<file path="src/rtl/rst_seq_pkg.sv">
// Shared types and limits for the reset domain sequencer.
// State encoding plus minimum legal values for the timing parameters.
package rst_seq_pkg;

    typedef enum logic [2:0] {
        IDLE,
        WAIT_DLY,
        CKG_LEAD,
        DONE,
        SW_DOM,
        SW_HOLD,
        SW_DLY,
        SW_LEAD
    } rst_seq_state_e;

    localparam int MinCkgLead    = 1;
    localparam int MinHoldCycles = 1;

endpackage

</file>
<file path="src/rtl/rst_seq_cnt.sv">
// Loadable down-counter shared by every sequencer state.
// Load has priority over decrement; is_zero is purely combinational.
module rst_seq_cnt
    import rst_seq_pkg::*;
#(
    parameter int Width = 8
) (
    input  logic             clk_i,
    input  logic             rst_i,
    input  logic             load,
    input  logic [Width-1:0] load_val,
    input  logic             dec,
    output logic             is_zero
);

    logic [Width-1:0] cnt_q;

    always_ff @(posedge clk_i or posedge rst_i) begin
        if (rst_i) begin
            cnt_q <= '0;
        end else if (load) begin
            cnt_q <= load_val;
        end else if (dec) begin
            cnt_q <= cnt_q - 1'b1;
        end
    end

    assign is_zero = (cnt_q == '0);

endmodule

</file>
<file path="src/rtl/rst_domain_sequencer.sv">
// Per-domain reset release sequencer with software re-reset handshake.
// Optional test bypass of all reset outputs: RST_SEQ_TEST_BYPASS_EN.
`ifdef RST_SEQ_TEST_BYPASS_EN
module hard_mux2 (
    input  logic a,
    input  logic b,
    input  logic sel,
    output logic y
);
    assign y = sel ? b : a;
endmodule
`endif

module rst_domain_sequencer
    import rst_seq_pkg::*;
#(
    parameter int NumDomains = 4,
    parameter int CntWidth   = 8,
    parameter int CkgLead    = 2,
    parameter int HoldCycles = 4
) (
    input  logic                           clk_i,
    input  logic                           rst_i,
    input  logic                           start_i,
    input  logic [NumDomains*CntWidth-1:0] dly_i,
    input  logic [NumDomains-1:0]          sw_req_i,
`ifdef RST_SEQ_TEST_BYPASS_EN
    input  logic                           test_mode_i,
    input  logic                           rst_test_ni,
`endif
    output logic [NumDomains-1:0]          sw_ack_o,
    output logic [NumDomains-1:0]          rst_dom_no,
    output logic [NumDomains-1:0]          rst_ckg_no,
    output logic                           busy_o,
    output logic                           done_o
);

    localparam int IdxW = (NumDomains > 1) ? $clog2(NumDomains) : 1;
    localparam logic [IdxW-1:0] LastIdx = IdxW'(NumDomains - 1);
    localparam logic [CntWidth-1:0] LeadLd = CntWidth'(CkgLead - 1);
    localparam logic [CntWidth-1:0] HoldLd = CntWidth'(HoldCycles - 1);

    if (CkgLead < MinCkgLead) begin : g_bad_lead
        $error("CkgLead below minimum");
    end
    if (HoldCycles < MinHoldCycles) begin : g_bad_hold
        $error("HoldCycles below minimum");
    end

    rst_seq_state_e state_q, state_d;
    logic [IdxW-1:0] idx_q, idx_d, nxt, sel;
    logic [NumDomains-1:0] dom_q, dom_d, ckg_q, ckg_d, ack_q, ack_d;
    logic done_q, done_d;
    logic cnt_load, cnt_dec, cnt_zero;
    logic [CntWidth-1:0] cnt_val;
    logic [CntWidth-1:0] dly_f [NumDomains];

    always_comb begin
        for (int i = 0; i < NumDomains; i++) begin
            dly_f[i] = dly_i[i*CntWidth +: CntWidth];
        end
    end

    // Lowest pending request index wins.
    always_comb begin
        sel = '0;
        for (int i = NumDomains - 1; i >= 0; i--) begin
            if (sw_req_i[i]) sel = IdxW'(i);
        end
    end

    rst_seq_cnt #(.Width(CntWidth)) u_cnt (
        .clk_i   (clk_i),
        .rst_i   (rst_i),
        .load    (cnt_load),
        .load_val(cnt_val),
        .dec     (cnt_dec),
        .is_zero (cnt_zero)
    );

    always_comb begin
        state_d  = state_q;
        idx_d    = idx_q;
        dom_d    = dom_q;
        ckg_d    = ckg_q;
        ack_d    = '0;
        done_d   = done_q;
        cnt_load = 1'b0;
        cnt_dec  = 1'b0;
        cnt_val  = '0;
        nxt      = idx_q + 1'b1;
        unique case (state_q)
            IDLE: begin
                if (start_i) begin
                    state_d  = WAIT_DLY;
                    idx_d    = '0;
                    cnt_load = 1'b1;
                    cnt_val  = dly_f[0];
                end
            end
            WAIT_DLY, SW_DLY: begin
                if (!cnt_zero) begin
                    cnt_dec = 1'b1;
                end else begin
                    ckg_d[idx_q] = 1'b1;
                    state_d  = (state_q == WAIT_DLY) ? CKG_LEAD : SW_LEAD;
                    cnt_load = 1'b1;
                    cnt_val  = LeadLd;
                end
            end
            CKG_LEAD: begin
                if (!cnt_zero) begin
                    cnt_dec = 1'b1;
                end else begin
                    dom_d[idx_q] = 1'b1;
                    if (idx_q == LastIdx) begin
                        state_d = DONE;
                        done_d  = 1'b1;
                    end else begin
                        idx_d    = nxt;
                        state_d  = WAIT_DLY;
                        cnt_load = 1'b1;
                        cnt_val  = dly_f[nxt];
                    end
                end
            end
            SW_LEAD: begin
                if (!cnt_zero) begin
                    cnt_dec = 1'b1;
                end else begin
                    dom_d[idx_q] = 1'b1;
                    ack_d[idx_q] = 1'b1;
                    state_d = DONE;
                    done_d  = 1'b1;
                end
            end
            DONE: begin
                if (|sw_req_i) begin
                    idx_d      = sel;
                    dom_d[sel] = 1'b0;
                    done_d     = 1'b0;
                    state_d    = SW_DOM;
                    cnt_load   = 1'b1;
                    cnt_val    = LeadLd;
                end
            end
            SW_DOM: begin
                if (!cnt_zero) begin
                    cnt_dec = 1'b1;
                end else begin
                    ckg_d[idx_q] = 1'b0;
                    state_d  = SW_HOLD;
                    cnt_load = 1'b1;
                    cnt_val  = HoldLd;
                end
            end
            SW_HOLD: begin
                if (!cnt_zero) begin
                    cnt_dec = 1'b1;
                end else begin
                    state_d  = SW_DLY;
                    cnt_load = 1'b1;
                    cnt_val  = dly_f[idx_q];
                end
            end
            default: state_d = IDLE;
        endcase
    end

    always_ff @(posedge clk_i or posedge rst_i) begin
        if (rst_i) begin
            state_q <= IDLE;
            idx_q   <= '0;
            dom_q   <= '0;
            ckg_q   <= '0;
            ack_q   <= '0;
            done_q  <= 1'b0;
        end else begin
            state_q <= state_d;
            idx_q   <= idx_d;
            dom_q   <= dom_d;
            ckg_q   <= ckg_d;
            ack_q   <= ack_d;
            done_q  <= done_d;
        end
    end

    assign sw_ack_o = ack_q;
    assign done_o   = done_q;
    assign busy_o   = (state_q != IDLE) && (state_q != DONE);

`ifdef RST_SEQ_TEST_BYPASS_EN
    for (genvar i = 0; i < NumDomains; i++) begin : g_byp
        hard_mux2 u_dom (
            .a  (dom_q[i]),
            .b  (rst_test_ni),
            .sel(test_mode_i),
            .y  (rst_dom_no[i])
        );
        hard_mux2 u_ckg (
            .a  (ckg_q[i]),
            .b  (rst_test_ni),
            .sel(test_mode_i),
            .y  (rst_ckg_no[i])
        );
    end
`else
    assign rst_dom_no = dom_q;
    assign rst_ckg_no = ckg_q;
`endif

endmodule

</file>
<file path="config.mk">
export PLATFORM = sky130hd
export DESIGN_NAME = rst_domain_sequencer
export DESIGN_NICKNAME = d
export VERILOG_FILES = /design/src/rtl/rst_seq_pkg.sv /design/src/rtl/rst_seq_cnt.sv /design/src/rtl/rst_domain_sequencer.sv
export SDC_FILE = /design/constraint.sdc
export NUM_CORES = 1
export LEC_CHECK = 0
export CELL_PAD_IN_SITES_DETAIL_PLACEMENT = 1
export CELL_PAD_IN_SITES_GLOBAL_PLACEMENT = 2
export CORE_MARGIN = 2
export CORE_UTILIZATION = 31
export DETAILED_ROUTE_END_ITERATION = 16
export PLACE_DENSITY = 0.86
export RECOVER_POWER = 25
export SLEW_MARGIN = 20
export SYNTH_ARGS = -nofsm -noshare
export SYNTH_HDL_FRONTEND = slang
export SYNTH_SLANG_ARGS = --single-unit
</file>
<file path="constraint.sdc">
create_clock -name clk_i -period 3.2 [get_ports clk_i]
set_input_delay 0.8 -clock clk_i [delete_from_list [all_inputs] [get_ports clk_i]]
set_output_delay 0.8 -clock clk_i [all_outputs]
set_load 0.01 [all_outputs]
</file>
### Yosys cells after proc, flatten, opt, wreduce, memory -nomap -nowiden

Index checks and enable logic that the tools add are counted.

| storage, ports and cells | value |
|---|---|
| bits in registers | 26 |
| bits of input ports | 39 |
| output and inout bits | 14 |
| word-level logic and storage cells | 123 |

| cells by class | value |
|---|---|
| add/sub/neg operators | 2 |
| magnitude comparators | 6 |
| equal/unequal tests | 19 |
| mux-type cells | 60 |
| bitwise logic cells | 8 |
| reductions and logical operators | 21 |

Operator list:

| operator | count |
|---|---|
| two-way mux 8 bit | 10 |
| one-hot mux 8 bit (6 select lines) | 1 |
| binary-select mux 8 bit (select 2 bit) | 2 |
| two-way mux 3 bit | 8 |
| two-way mux 4 bit | 6 |
| one-hot mux 3 bit (7 select lines) | 1 |
| two-way mux 2 bit | 10 |
| != test 2 bit, second input constant | 9 |
| one-hot mux 4 bit (2 select lines) | 2 |
| two-way mux 1 bit | 15 |
| equality test 3 bit, second input constant | 4 |
| AND reduction 5 bit | 2 |
| nonzero test 3 bit | 3 |
| AND 4 bit | 2 |
| zero test 8 bit | 1 |
| inverter 4 bit | 2 |
| bitwise OR 4 bit | 2 |
| OR reduction 4 bit | 2 |
| subtractor 8 x 1 -> 8 bit, second input constant | 1 |
| AND reduction 7 bit | 1 |
| equality test 3 x 2 -> 1 bit, second input constant | 2 |
| greater-or-equal comparator 3 bit, second input constant | 2 |
| < comparator 2 x 3 -> 1 bit, second input constant | 2 |
| inverter 2 -> 3 bit | 2 |
| other kinds (16) | 24 |

### Logic depth before layout (Yosys ltp)

| logic depth | value |
|---|---|
| word-level depth | 12 |
| mapped depth | 9 |
| mapped depth without buffers | 7 |

### Hierarchy

A second synthesis with hierarchy kept.

| unflattened totals | value |
|---|---|
| cell total of the unflattened synthesis | 237 |
| area total of the unflattened synthesis | 2247.2 µm² |

Modules (own cells, without submodules):

| module | times used | cells an instance | area each (µm²) | seq. area each (µm²) |
|---|---|---|---|---|
| rst_domain_sequencer | 1 | 182 | 1760.4 | 450.4 |
| rst_seq_cnt | 1 | 55 | 486.7 | 200.2 |

### Worst setup path after synthesis

OpenSTA, ideal clock, no wires.

| timing | value |
|---|---|
| kind | flip-flop to flip-flop |
| start point | reg idx_q[1] |
| end point | reg u_cnt.cnt_q[7] |
| setup time | 0.123 ns |
| arrival | 2.532 ns |
| data required time | 3.077 ns |
| path slack | 0.545 ns |
| stages on the path, launching flop included | 9 |
| path buffers | 2 |
| clock period less this slack | 2.655 ns |
| path through | dfrtp_1 clkbuf_1 inv_1 ha_1 buf_1 mux4_2 a22oi_1 nand2_1 o221a_2 |

| on the way | value |
|---|---|
| longest elaborated chain between the ends | 9 |
| elaborated cells on any way between the ends | 19 |
| those cells by class | add/sub (1); eq/ne (1); mux (14); bitwise (2); reduce/logical (1) |

RTL lines:

| what | RTL line | text |
|---|---|---|
| start, declared | rst_domain_sequencer.sv:51 | `logic [IdxW-1:0] idx_q, idx_d, nxt, sel;` |
| start signal, assigned | rst_domain_sequencer.sv:180 | `idx_q <= idx_d;` |
| adder 2 x 1 -> 2 bit | rst_domain_sequencer.sv:91 | `nxt = idx_q + 1'b1;` |
| inverter 2 -> 3 bit (not written as such) | rst_domain_sequencer.sv:123 | `cnt_val = dly_f[nxt];` |
| binary-select mux 8 bit (select 2 bit) | rst_domain_sequencer.sv:123 |  |
| two-way mux 8 bit (not written as such) (2 in a row) | rst_domain_sequencer.sv:123 |  |
| two-way mux 8 bit | rst_domain_sequencer.sv:116 | `if (idx_q == LastIdx) begin` |
| two-way mux 8 bit | rst_domain_sequencer.sv:112 | `if (!cnt_zero) begin` |
| one-hot mux 8 bit (6 select lines) | rst_domain_sequencer.sv:92 | `unique case (state_q)` |
| two-way mux 8 bit | rst_seq_cnt.sv:21 | `end else if (load) begin` |
| end signal, assigned | rst_seq_cnt.sv:22 | `cnt_q <= load_val;` |
| end signal, assigned | rst_seq_cnt.sv:24 | `cnt_q <= cnt_q - 1'b1;` |
| end, declared | rst_seq_cnt.sv:16 | `logic [Width-1:0] cnt_q;` |

Several ways; a longest one is shown, not always the timed one. The select of a mux whose other input is x is not followed.
A chain may end at the register's enable or synchronous reset.

### Worst setup path in the final report

| timing | value |
|---|---|
| start point | in sw_req_i[0] |
| end point | reg u_cnt.cnt_q[3] |

| on the way | value |
|---|---|
| longest elaborated chain between the ends | 4 |
| elaborated cells on any way between the ends | 5 |
| those cells by class | mux (3); reduce/logical (2) |

RTL lines:

| what | RTL line | text |
|---|---|---|
| start, declared | rst_domain_sequencer.sv:26 | `input logic [NumDomains-1:0] sw_req_i,` |
| OR reduction 4 bit * | rst_domain_sequencer.sv:138 | `if (\|sw_req_i) begin` |
| two-way mux 1 bit * | rst_domain_sequencer.sv:138 |  |
| one-hot mux 1 bit (4 select lines) * | rst_domain_sequencer.sv:92 |  |
| two-way mux 8 bit or nonzero test 2 bit (tied branches) | n/a |  |

Every way passes the cells marked *; elsewhere a longest branch is shown, timed or not.

==> run metrics <==
CP endpoint kind register; Worst Path Max Fanout 7; post-DR vias/cell approximately 5.5; worst hold slack 0.512 ns; fin. max-slew vios 0; core area about 6800 um^2; Slew Limit Headroom 5.57%; port bufs 52; largest net degree at the start of global routing 27; Die Y approximately 88 um; Worst Hold Path EP rst_dom_no[0]$_DFFE_PP0P_; boundary pin count between 50 and 60; Final setup viols 0; Initial Util approximately 32%; synthesized cell area about 2200 um^2; CP Data Required Time around 3.4 ns; CTS Root Cell clkbuf_8; unrepaired setup endpoints after global routing false; mux contribution to synthesized area 19.2%; Static Leak roughly 1.1 nW; final WL roughly 6.6 mm; commonest non-fill, non-tap cells in the layout 51 x clkdlybuf4s50_1, 26 x dfrtp_1, 25 x nand2_1; final count of hold timing violations 0; main combinational cell family by area after synthesis simple AND/OR/NAND/NOR gates; simple-gate share of the synthesized area 20.7%; die width ~90 um; Vias approximately 2000; Main synth FF type dfrtp_1; syn avg cell area 9.76 um^2; Resized cells post-CTS 0; ant diodes 0; Fmax 375 MHz; Worst EP arrival about 2.9 ns; Final ANT Viol Nets 0; outcome complete, no violations; Fillers 793; Clock transition at path regs approximately 0.1 ns; Post-Synth Adder-Cell Area under 10%; worst r2r src u_cnt.cnt_q[0]$_DFFE_PP0P_; FF-to-FF End idx_q[0]$_DFFE_PP0P_; EDFF count, synth 0; compound-gate portion of the synthesized area between 10% and 20%; Synthesized Nets roughly 270; R2R Setup Slk 0.63 ns; # DRC 0; sequential element share of the synthesized area between 20% and 30%; # Post-CTS Setup Buffers 0; antenna violations before repair 0; worst min-delay path class register to register; Final min period between 2 and 3 ns; drt pass-1 iters 4; GRT overflow 0; Post-synth ARST share 100%; CTS Buffer Depth 2; Layout area overhead 30.5%; YS warnings 0; peak supply drop 211 uV; Setup Skew roughly 0.0028 ns; setup TNS 0 ns; R2R cell count 7; vias in the first global route 2104; routed len/inst 17.8 um; CTS tree done; cell row count 30; Synth Register Bits 26; transition time of the tightest slew-check pin around 1.4 ns; post-synthesis xor/xnor area fraction less than 1%; Clock Latency Late Sink 0.28 ns; hold_buf cts 0; Hold Crit Depth 1; die area between 7000 and 8000 um^2; layout cells sized above 1 between 10 and 15%; Initial DRC Count between 90 and 100; Mapped Cells about 220; Tcrit/Tclk final between 80% and 90%; first-pass GRT wire length between 10 and 15 mm; post-detail-place hpwl 5.11 mm; H-tree Lvls 1; Max-Cap Viols 0; commonest non-fill, non-tap cell in the layout clkdlybuf4s50_1; RD Place Congestion approximately 0.85; Final nets 320; TritonCTS buffer count 3; Clock Sinks 26; Pwr Density 638 nW/um^2; hold_sp rst_dom_no[0]$_DFFE_PP0P_; Netlist cell types 54; crit start category primary input; Setup Crit Path Kind primary input to register; GRT Util Overall 18.0%
## cell usage after synthesis, drive strengths merged (3+ instances only)
cell     n  share of area (%)
dfrtp   26                 30
nand2   25                4.3
mux4    16                 16
nor2    14                2.4
a21oi   13                3.0
inv     10                1.7
o21ai   10                2.3
and3     8                2.3
clkbuf   8                1.8
a31oi    7                2.0
nand3    7                1.6
nor3     7                1.6
buf      6                2.7
ha       6                3.4
mux2i    6                2.7
a22oi    5                1.7
nor2b    4                1.3
o221a    4                2.1
a211oi   3                1.0
a41oi    3                1.2
nand4    3               0.86
nor4b    3                2.2
o211ai   3                1.0
## cell type report
| cell class | count | area (um^2) | share of cell area [%] |
|---|---|---|---|
| clock buffer | 3 | 41.3 | 1.45 |
| tap | 96 | 120 | 4.21 |
| inverter | 10 | 37.5 | 1.31 |
| sequential | 26 | 651 | 22.8 |
| clock inverter | 1 | 30.0 | 1.05 |
| multi-input combinational | 174 | 1400 | 49.0 |
| timing repair buffer | 60 | 577 | 20.2 |
## how the worst max path moves through the flow
stage | from | end
after floorplan | idx_q[1]$_DFFE_PP0P_ | u_cnt.cnt_q[7]$_DFFE_PP0P_
after global placement | sw_req_i[0] | u_cnt.cnt_q[7]$_DFFE_PP0P_
after detailed placement | sw_req_i[2] | u_cnt.cnt_q[7]$_DFFE_PP0P_
after CTS | sw_req_i[0] | u_cnt.cnt_q[3]$_DFFE_PP0P_
after global routing | sw_req_i[0] | u_cnt.cnt_q[7]$_DFFE_PP0P_
final | sw_req_i[0] | u_cnt.cnt_q[3]$_DFFE_PP0P_
## cells by family (layout without fill, tap and decap cells)
group	Yosys count	count (layout)
AO/OA/AOI/OAI	62	62
AND/OR/NAND/NOR	82	82
buffers and inverters	24	74
multiplexers	22	22
flip-flops	26	26
XOR/XNOR	2	2
adder cells (fa/ha/maj)	6	6
## report_power, final
group	internal, mW	total (mW)	switching [mW]
clock	0.168	0.284	0.116
sequential	0.425	0.546	0.121
combinational	0.506	0.993	0.487
## layer usage
metal  vias to the layer above  routed length, um  global-route usage [%]
met5                         -                  0                       0
met4                         0                112                    5.45
met3                         9                132                    1.89
met2                        32               3260                    29.6
met1                      1016               3090                    25.0
li1                        970                  -                       -
## per-stage QoR
step / setup WS [ns] / util [%] / cells / instance area [um^2] / power, mW
3_5_place_dp: 0.265 / 41.0 / 366 / 2790 / 1.54
6_report: 0.533 / 42.0 / 370 / 2860 / 1.82
4_1_cts: 0.543 / 42.1 / 370 / 2860 / 1.83
2_1_floorplan: 0.545 / - / 224 / 2190 / 1.28
3_3_place_gp: 0.384 / 41.0 / 366 / 2790 / 1.51
5_1_grt: 0.379 / 42.0 / 370 / 2860 / 1.94
## worst max-delay path, cell delays in order
cell and delay, ns:
clkdlybuf4s50_1 0.49, o41a_1 0.46, a31oi_1 0.40, nand2_1 0.29, a31oi_1 0.25, o221a_2 0.21
(Power assumes the default switching activity.)
